`src/rtl/hazard_scoreboard.sv`:
```
// -----------------------------------------------------------------------------
// hazard_scoreboard
//
// Register scoreboard and recovery sequencer for an in-order pipeline.
// For every architectural register it tracks whether a write is still in
// flight (pend) and, for fixed-latency producers, how many cycles remain until
// the result appears on the bypass (cnt). A decode-stage instruction is
// accepted only when none of its operands or its destination collide with an
// in-flight write. When a producer is retiring in the same cycle, its result
// is forwarded instead. Committed exceptions and erets flush the pipe, clear
// the scoreboard and redirect the fetch PC.
//
// Issue handshake: issue_valid means a decoded instruction is offered this
// cycle; issue_ready is high only in a cycle where issue_valid is high and the
// instruction can be taken. The instruction is accepted exactly in the cycles
// where both are high. issue_ready never depends on a later cycle, and an
// offered instruction that is not accepted is expected to be held in decode
// (stallD) and offered again.
//
// Ports
//   clk, resetn                 clock (rising edge), async active-low reset
//   issue_valid                 decode-stage instruction present
//   issue_rs/rt, *_used         source registers and whether each is read
//   issue_wen, issue_wreg       destination write enable and register
//   issue_lat                   cycles to bypass, 0 = variable latency
//   wb_valid, wb_reg            variable-latency completion
//   stall_imem                  instruction memory not ready
//   except_valid, excepttype    exception / eret committed in M
//   epc                         return PC for eret (excepttype 0x0E)
//   issue_ready                 instruction accepted this cycle
//   fwd_rs, fwd_rt              take operand from the bypass this cycle
//   stallF, stallD              hold PC / IF-ID register
//   flush                       per-stage flush, bit0=F .. bit4=W
//   newpc, newpc_valid          fetch redirect
//   dbg_state                   recovery FSM state (0=IDLE, 1=REDIRECT)
//   dbg_pend                    per-register pending bits
// -----------------------------------------------------------------------------
module hazard_scoreboard #(
  parameter int          NREG       = 32,
  parameter int          LAT_W      = 3,
  parameter int          NSTAGE     = 5,
  parameter logic [31:0] EXC_VECTOR = 32'hBFC00380
) (
  input  logic                    clk,
  input  logic                    resetn,
  input  logic                    issue_valid,
  input  logic [$clog2(NREG)-1:0] issue_rs,
  input  logic [$clog2(NREG)-1:0] issue_rt,
  input  logic                    issue_rs_used,
  input  logic                    issue_rt_used,
  input  logic                    issue_wen,
  input  logic [$clog2(NREG)-1:0] issue_wreg,
  input  logic [LAT_W-1:0]        issue_lat,
  input  logic                    wb_valid,
  input  logic [$clog2(NREG)-1:0] wb_reg,
  input  logic                    stall_imem,
  input  logic                    except_valid,
  input  logic [31:0]             excepttype,
  input  logic [31:0]             epc,
  output logic                    issue_ready,
  output logic                    fwd_rs,
  output logic                    fwd_rt,
  output logic                    stallF,
  output logic                    stallD,
  output logic [NSTAGE-1:0]       flush,
  output logic [31:0]             newpc,
  output logic                    newpc_valid,
  output logic                    dbg_state,
  output logic [NREG-1:0]         dbg_pend
);

  localparam int RW = $clog2(NREG);

  typedef enum logic {
    S_IDLE     = 1'b0,
    S_REDIRECT = 1'b1
  } state_t;

  state_t           r_state;
  logic [31:0]      r_newpc;
  logic             r_newpc_valid;
  logic [NREG-1:0]  r_pend;
  logic [LAT_W-1:0] r_cnt [NREG];

  logic [NREG-1:0]  w_retire;
  logic             w_idle;
  logic             w_exc;
  logic             w_raw_rs;
  logic             w_raw_rt;
  logic             w_waw;
  logic             w_hazard;
  logic             w_ready;
  logic             w_fwd_rs;
  logic             w_fwd_rt;

  // An entry is retiring when its result reaches the bypass this cycle:
  // either the fixed-latency count is on its last cycle, or a variable-latency
  // entry sees its writeback. Entry 0 is never pending, so never retires.
  for (genvar g = 0; g < NREG; g++) begin : g_retire
    assign w_retire[g] = r_pend[g] &&
                         ((r_cnt[g] == LAT_W'(1)) ||
                          ((r_cnt[g] == '0) && wb_valid && (wb_reg == RW'(g))));
  end

  assign w_idle = (r_state == S_IDLE);

  // excepttype 0 is not an exception, and a second exception while the
  // redirect is still in progress is dropped.
  assign w_exc  = except_valid && (excepttype != 32'h0) && w_idle;

  // A retiring producer is not a hazard: its value is taken from the bypass.
  assign w_raw_rs = issue_rs_used && (issue_rs != '0) && r_pend[issue_rs] && !w_retire[issue_rs];
  assign w_raw_rt = issue_rt_used && (issue_rt != '0) && r_pend[issue_rt] && !w_retire[issue_rt];
  assign w_waw    = issue_wen && (issue_wreg != '0) && r_pend[issue_wreg] && !w_retire[issue_wreg];

  assign w_hazard = issue_valid && (w_raw_rs || w_raw_rt || w_waw);
  assign w_ready  = issue_valid && !w_raw_rs && !w_raw_rt && !w_waw &&
                    !stall_imem && w_idle && !except_valid;
  assign w_fwd_rs = issue_valid && issue_rs_used && w_retire[issue_rs];
  assign w_fwd_rt = issue_valid && issue_rt_used && w_retire[issue_rt];

  // Combinational outputs are forced quiet while reset is asserted so that
  // nothing downstream reacts to inputs before the block is live.
  assign issue_ready = resetn && w_ready;
  assign fwd_rs      = resetn && w_fwd_rs;
  assign fwd_rt      = resetn && w_fwd_rt;
  assign stallF      = resetn && ((issue_valid && !w_ready) || stall_imem || !w_idle);
  assign stallD      = stallF;

  always_comb begin
    flush = '0;
    if (resetn) begin
      if (w_exc) begin
        flush = '1;
      end else begin
        if (!w_idle) flush[1:0] = 2'b11;
        // Bubble into E while decode is held, unless fetch is stalled anyway.
        if (w_hazard && !stall_imem) flush[2] = 1'b1;
      end
    end
  end

  assign newpc       = r_newpc;
  assign newpc_valid = r_newpc_valid;
  assign dbg_state   = r_state;
  assign dbg_pend    = r_pend;

  // Recovery FSM. newpc_valid is registered alongside the state so it is high
  // for every REDIRECT cycle, including the one in which fetch resumes.
  always_ff @(posedge clk or negedge resetn) begin
    if (!resetn) begin
      r_state       <= S_IDLE;
      r_newpc       <= '0;
      r_newpc_valid <= 1'b0;
    end else begin
      case (r_state)
        S_IDLE: begin
          if (w_exc) begin
            r_state       <= S_REDIRECT;
            r_newpc       <= (excepttype == 32'h0E) ? epc : EXC_VECTOR;
            r_newpc_valid <= 1'b1;
          end
        end
        S_REDIRECT: begin
          if (!stall_imem) begin
            r_state       <= S_IDLE;
            r_newpc_valid <= 1'b0;
          end
        end
        default: begin
          r_state       <= S_IDLE;
          r_newpc_valid <= 1'b0;
        end
      endcase
    end
  end

  // Scoreboard entries. An accepted write to a register outranks its
  // retirement in the same cycle, so the entry is reloaded rather than
  // cleared. An exception wipes everything, including any writeback that
  // lands in the same cycle.
  always_ff @(posedge clk or negedge resetn) begin
    if (!resetn) begin
      r_pend <= '0;
      for (int r = 0; r < NREG; r++) r_cnt[r] <= '0;
    end else if (w_exc) begin
      r_pend <= '0;
      for (int r = 0; r < NREG; r++) r_cnt[r] <= '0;
    end else begin
      for (int r = 0; r < NREG; r++) begin
        if (w_ready && issue_wen && (issue_wreg != '0) && (issue_wreg == RW'(r))) begin
          r_pend[r] <= 1'b1;
          r_cnt[r]  <= issue_lat;
        end else if (w_retire[r]) begin
          r_pend[r] <= 1'b0;
          r_cnt[r]  <= '0;
        end else if (r_pend[r] && (r_cnt[r] > LAT_W'(1))) begin
          r_cnt[r]  <= r_cnt[r] - LAT_W'(1);
        end
      end
    end
  end

endmodule

```
`config.mk`:
```
export PLATFORM = sky130hd
export DESIGN_NAME = hazard_scoreboard
export DESIGN_NICKNAME = d
export VERILOG_FILES = /design/src/rtl/hazard_scoreboard.sv
export SDC_FILE = /design/constraint.sdc
export NUM_CORES = 1
export LEC_CHECK = 0
export CAP_MARGIN = 15
export CELL_PAD_IN_SITES_DETAIL_PLACEMENT = 1
export CELL_PAD_IN_SITES_GLOBAL_PLACEMENT = 2
export CORE_MARGIN = 4
export CORE_UTILIZATION = 34
export DETAILED_ROUTE_END_ITERATION = 10
export PLACE_DENSITY_LB_ADDON = 0.1
export SETUP_SLACK_MARGIN = 0.5
export SLEW_MARGIN = 20
export SYNTH_ARGS = -nofsm -noshare
export SYNTH_HDL_FRONTEND = slang
export SYNTH_SLANG_ARGS = --single-unit
```
`constraint.sdc`:
```
create_clock -name clk -period 5.2 [get_ports clk]
set_input_delay 1.3 -clock clk [delete_from_list [all_inputs] [get_ports clk]]
set_output_delay 1.3 -clock clk [all_outputs]
set_load 0.1 [all_outputs]
```
Word level (Yosys, flattened, before mapping) --
Cells that the tools add are included.
Storage, ports and cells: register bits after elaboration 162, latch bits 0, RAM bits 0, memory bits (read-only) 0, input port bits 96, output and inout port bits 76, logic and storage cells 757, memories 0
Cells by class: add/sub/neg operators 32, multiply operators 0, div/mod/pow operators 0, magnitude comparators 35, equality and inequality tests 97, shift operators 0, muxes and demuxes 186, bitwise logic cells 1, reduce and logical (&&, ||, !) cells 339
Operators with widths (number):
- $mux W3 | 97
- $logic_and A1 B1 Y1 | 190
- $eq A5 B5 Y1 const B | 32
- $reduce_bool A4 Y1 | 32
- $eq A3 B1 Y1 const B | 32
- $gt A3 B1 Y1 const B | 32
- $logic_not A3 Y1 | 32
- $mux W96 | 1
- $reduce_bool A3 Y1 | 32
- $sub A3 B1 Y3 const B | 32
- $eq A5 B4 Y1 const B | 16
- $mux W1 | 75
- $mux W32 | 2
- $eq A5 B3 Y1 const B | 8
- $logic_or A1 B1 Y1 | 36
- $eq A32 B4 Y1 const B | 1
- $reduce_bool A32 Y1 | 1
- $bmux W1 S5 | 6
- $eq A5 B2 Y1 const B | 4
- $lt A5 B6 Y1 const B | 3
- $reduce_bool A5 Y1 | 3
- $eq A5 B1 Y1 const B | 2
- $logic_not A5 Y1 | 2
- $logic_not A1 Y1 | 9
- other kinds (7) | 10

Longest topological paths before layout --
depth in word-level cells 21, gate-level depth with buffers 14, gate-level depth less buffers 12

Worst setup path before layout --
OpenSTA, ideal clock, no wires.
path kind input-to-output, start input port wb_reg[1], end output port fwd_rt, arrival time 5.811 ns, slack -1.911 ns, cell stages on the path 8, cell sequence buf_2 > and4bb_2 > buf_4 > a32o_2 > mux2i_1 > a2111oi_2 > a211oi_1 > nor4b_1
On the way: cells in the longest elaborated chain, start to end 8, elaborated cells on any way between the ends 132, those cells by class eq/ne: 31; mux: 2; reduce/logical: 99
RTL lines:
- from (decl) | line 55 | input logic [$clog2(NREG)-1:0] wb_reg,
- $eq A5 B1 Y1, or another cell as far along | line 102 | ((r_cnt[g] == '0) && wb_valid && (wb_reg == RW'(g))));
- $logic_and A1 B1 Y1 | line 102
- $logic_or A1 B1 Y1 | line 101 | ((r_cnt[g] == LAT_W'(1)) ||
- $logic_and A1 B1 Y1 | line 100 | assign w_retire[g] = r_pend[g] &&
- $bmux W1 S5 (*) | line 120 | assign w_fwd_rt = issue_valid && issue_rt_used && w_retire[issue_rt];
- $mux W1 (not written as such) (*) | line 120
- $logic_and A1 B1 Y1 (*) | line 120
- $logic_and A1 B1 Y1 (*) | line 126 | assign fwd_rt = resetn && w_fwd_rt;
- to (decl) | line 62 | output logic fwd_rt,
Mark *: on every way between the ends. The rest lies on a longest branch, timed or not. The select of a mux whose other input is x is not followed.

Final worst setup path --
start input port issue_rt[1], end output port stallD
On the way: cells in the longest elaborated chain, start to end 15, elaborated cells on any way between the ends 20, those cells by class mux: 4; reduce/logical: 16
RTL lines:
- from (decl) | line 48 | input logic [$clog2(NREG)-1:0] issue_rt,
- $bmux W1 S5 / $reduce_bool A5 Y1 (equally long branches) | line 113 | assign w_raw_rt = issue_rt_used && (issue_rt != '0) && r_pend[issue_rt] && !w_retire[issue_rt];
- $mux W1 (not written as such) / $logic_and A1 B1 Y1 (equally long branches) | line 113
- $logic_and A1 B1 Y1 / $logic_not A1 Y1 (equally long branches) | line 113
- $logic_and A1 B1 Y1 (*) | line 113
- $logic_not A1 Y1 (*) | line 117 | assign w_ready = issue_valid && !w_raw_rs && !w_raw_rt && !w_waw &&
- $logic_and A1 B1 Y1 (*) (3 in series) | line 117
- $logic_and A1 B1 Y1 (*) (2 in series) | line 118 | !stall_imem && w_idle && !except_valid;
- $logic_not A1 Y1 (*) | line 127 | assign stallF = resetn && ((issue_valid && !w_ready) || stall_imem || !w_idle);
- $logic_and A1 B1 Y1 (*) | line 127
- $logic_or A1 B1 Y1 (*) (2 in series) | line 127
- $logic_and A1 B1 Y1 (*) | line 127
- to (decl) | line 64 | output logic stallD,
Marked as above.

==> key figures <==
Run status
  – Status: complete, but fails checks
  – Failing checks: setup timing

Timing
  – RSZ-0062 raised after global routing: yes
  – Final Hold Fails: 0
  – Endpoints failing setup: 3
  – Setup ws final: -0.02979 ns
  – Actual slew at the worst max-slew pin: 1.030 ns
  – Pins Over Slew Limit: 0
  – FMAX: 191.2 MHz
  – Clock period minus worst slack: 5.230 ns
  – Crit share post-route: 100.6%
  – Clk_skew: 0.01578 ns
  – Rel. slew slack: 31.10%

Critical path
  – Worst path cell trace: dlygate4sd2_1, bufbuf_16, nand2_1, o21ai_0, a22o_1, mux4_2, o211a_1, o21ai_4, nand2_4, nor2_4, buf_12, a21oi_4, buf_12
  – CP max stage delay: 0.48 ns
  – Worst endpoint required time: a little under 4 ns
  – Slowest cell on the critical path: mux4_2
  – Worst-path maximum fanout: 6
  – WP data arrival: 3.93 ns
  – CP Launch Type: input port
  – Worst Path Buf+Inv: 4
  – Worst setup startpoint: issue_rt[1]
  – Critical path type: input port to primary output
  – Worst r2r src: r_cnt[79]
  – CP most frequent cell: buf_12
  – Crit path max-delay family: buffers and inverters
  – Crit end category: primary output

Synthesis
  – Gate Count Post-Synth: ~1500
  – Post-synthesis sequential area ratio: 31.47%
  – Post-synthesis mux area share: 11.81%
  – Synth area leader: dfrtp_1
  – Post-synthesis simple-gate area fraction: 18.51%
  – Top-area cell type share of the netlist area: 31.47%
  – Synth Flop Type: dfrtp_1
  – Post-synthesis compound-gate area fraction: between 20% and 30%
  – Synth area leaders: dfrtp_1 (31%), ha_1 (9.3%), mux2i_1 (6.2%)
  – Post-Synth XOR/XNOR Area: 0.2040%
  – Syn_area_per_cell: 8.720 µm²
  – Post-synthesis adder-cell area fraction: 9.326%
  – Synthesized cell area: 0.01288 mm²
  – Synth cell types: 86
  – Syn Nets: 1669
  – Async SR Flop Fraction: 100.0%
  – Synthesized flop and latch total: 162
  – Largest family of logic cells by synthesized area: compound AO/OA/AOI/OAI gates
  – Synth Warn #: 0
  – Post-synth EDFFs: 0

Clock tree
  – Worst-Skew Late Latency: around 0.47 ns
  – Num CTS Buffers: 17
  – CTS clk-pin slew, worst paths: 0.07 ns
  – CTS sink cnt: 162
  – Hold Buf Count CTS: 0
  – H-tree depth: 4
  – Root Buffer: clkbuf_16
  – CTS max path bufs: 2
  – CTS tree: yes

Floorplanning
  – Die height: 202.6 µm
  – I/O pins: 172
  – Die Span X: 202.6 µm
  – Core Area: approximately 0.037 mm²
  – Initial Util: 34.36%
  – Site Rows: 71
  – Die area: 0.04106 mm²

Routing
  – Final WL: 56750 µm
  – Avg WL per Cell: between 20 and 25 µm
  – DRC violations left: 0
  – Total number of vias: 13089
  – ANT nets after route: 0
  – Iter 0 DRT Violations: 959
  – Via density: ~5.7
  – Drt first pass iters: 5

Min path
  – Hold WC Path Type: flop to flop
  – Min-Delay Startpoint: newpc[3]

Placement
  – Hpwl dp: 42550 µm
  – Gp weighted congestion: around 0.95
  – Dpl cells: 2239
  – IO buf count: 171

GRT
  – Vias in the first global route: 13626
  – All-Layer GR Usage: between 20% and 30%
  – First-pass GRT wire length: 85470 µm
  – GR Overflow Total: 0
  – Initial antenna violation count: 3
  – Largest net degree at the start of global routing: 68

Pwr
  – Pwr dens: 206.8 mW/mm²
  – Max VDD drop: approximately 0.00024 V
  – LEAKAGE: roughly 7.6 nW
  – Power Total: between 3 and 4 mW

Final layout
  – Fill cell count: 4332
  – Final Non-Filler Cells: 2292
  – Share of cells above drive strength 1: about 22%
  – Layout area overhead: 36.31%
  – Layout Nets: around 2000

Run
  – Max-Cap Viols: 0
[cells in the final DEF, fill, tap and decap left out, drive strengths merged, types with 7 or more instances in the layout]
master         netlist  layout
nand3               71      71
a311oi              10      10
inv                130     134
nand3b               7       7
o22ai               22      22
clkbuf              74      20
o2111ai              9       9
a31o                 8       8
mux4                27      27
ha                  96      96
a21oi               59      59
o211ai              15      15
or3                  8       8
clkdlybuf4s50        0     147
and3b                8       8
and2                11      11
nor2                53      53
nor2b               10      10
o21ai              135     135
dfrtp              162     162
nor3                20      20
nand2b              14      14
mux2                10      10
or2                 10      10
a31oi               20      20
a211oi              16      16
nor4                10      10
a32oi               19      19
nand2              175     175
and3                15      15
nand4               20      20
buf                 34     221
mux2i               80      80
a32o                15      15
[stage by stage]
step / worst slack (ns) / cell area, µm² / hold slack [ns] / setup TNS [ns] / util (%)
final: -0.02979 / 17560 / 0.4775 / -0.07368 / 46.83
after global routing: -0.09549 / 17550 / 0.5041 / -0.4030 / 46.83
after CTS: 0.01203 / 17370 / 0.4853 / 0 / 46.34
after detailed placement: -0.5692 / 16540 / 0.4689 / -3.193 / 44.13
after global placement: -0.5051 / 16540 / 0.4600 / -2.867 / 44.13
after floorplan: -0.07515 / 13130 / 0.5557 / -0.1298 / -
[final cells by class]
cell class | count | area [µm²] | share of cell area (%)
Tap cell | 511 | 639.4 | 3.642
Inverter | 130 | 491.7 | 2.801
Clock inverter | 13 | 102.6 | 0.5844
Multi-Input combinational cell | 1077 | 8260 | 47.05
Antenna cell | 2 | 5.005 | 0.02851
Timing Repair Buffer | 378 | 3571 | 20.34
Sequential cell | 162 | 4054 | 23.09
Clock buffer | 19 | 432.9 | 2.466
[synth_stat cells (all sizes together) (9+ instances only)]
master   number
a311oi       10
ha           96
nand3        71
mux4         27
nand2b       14
or2          10
nor2b        10
o2111ai       9
o21ai       135
dfrtp       162
and3         15
nand4        20
a31oi        20
inv         130
nor2         53
mux2i        80
a21oi        59
clkbuf       74
a32oi        19
buf          34
nor4         10
o211ai       15
nand2       175
nor3         20
mux2         10
a32o         15
a211oi       16
o22ai        22
and2         11
[worst min-delay path, stage by stage (launching register included)]
cell and delay, ns:
dfrtp_1 0.34, nand2_1 0.05, o21ai_0 0.06
[what timing repair did]
item	4_1_cts	5_1_grt
setup endpoints to repair	7	8
hold endpoints to repair	0	0
cloned	4	0
pin swaps	24	27
gates resized for setup	76	36
buffers inserted	10	5
[power by group]
part           internal [mW]  switching, mW
combinational          0.371          0.670
clock                  0.618          0.610
sequential              1.32         0.0432
[flip-flops by register name, indices dropped and copies added (netlist names)]
register,flops
newpc,32
newpc_valid,1
r_cnt,96
dbg_state,1
dbg_pend,32
[per-layer routing]
metal | track usage [%] | wire length (µm) | vias to the layer above | share of wire (%)
met5 | 0 | 13 | - | 0.023
met3 | 5.335 | 3107 | 81 | 5.5
li1 | - | - | 5997 | -
met1 | 35.41 | 24370 | 6628 | 43
met2 | 46.13 | 27510 | 381 | 48
met4 | 8.996 | 1744 | 2 | 3.1
[cells by family (layout without fill, tap and decap cells)]
kind of cell | Yosys count | count (layout)
and+or+nand+nor | 461 | 461
AOI/OAI and AO/OA | 400 | 400
buffers and inverters | 238 | 540
DFF | 162 | 162
muxes | 117 | 117
adders and majority gates | 96 | 96
xor gates and xnor gates | 3 | 3
other | 0 | 2
[worst paths after layout]
check,to,slack (ns),cells after the start
worst max-delay path,stallD,-0.03,13
worst min-delay path,newpc[3],0.48,2
worst max register to register,r_cnt[11],1.13,17
worst min register to register,newpc[3],0.48,2
max in group asynchronous,r_cnt[83],3.18,2
min in group asynchronous,r_cnt[41],0.75,1
No activity file was read; power rests on OpenSTA's default activity.
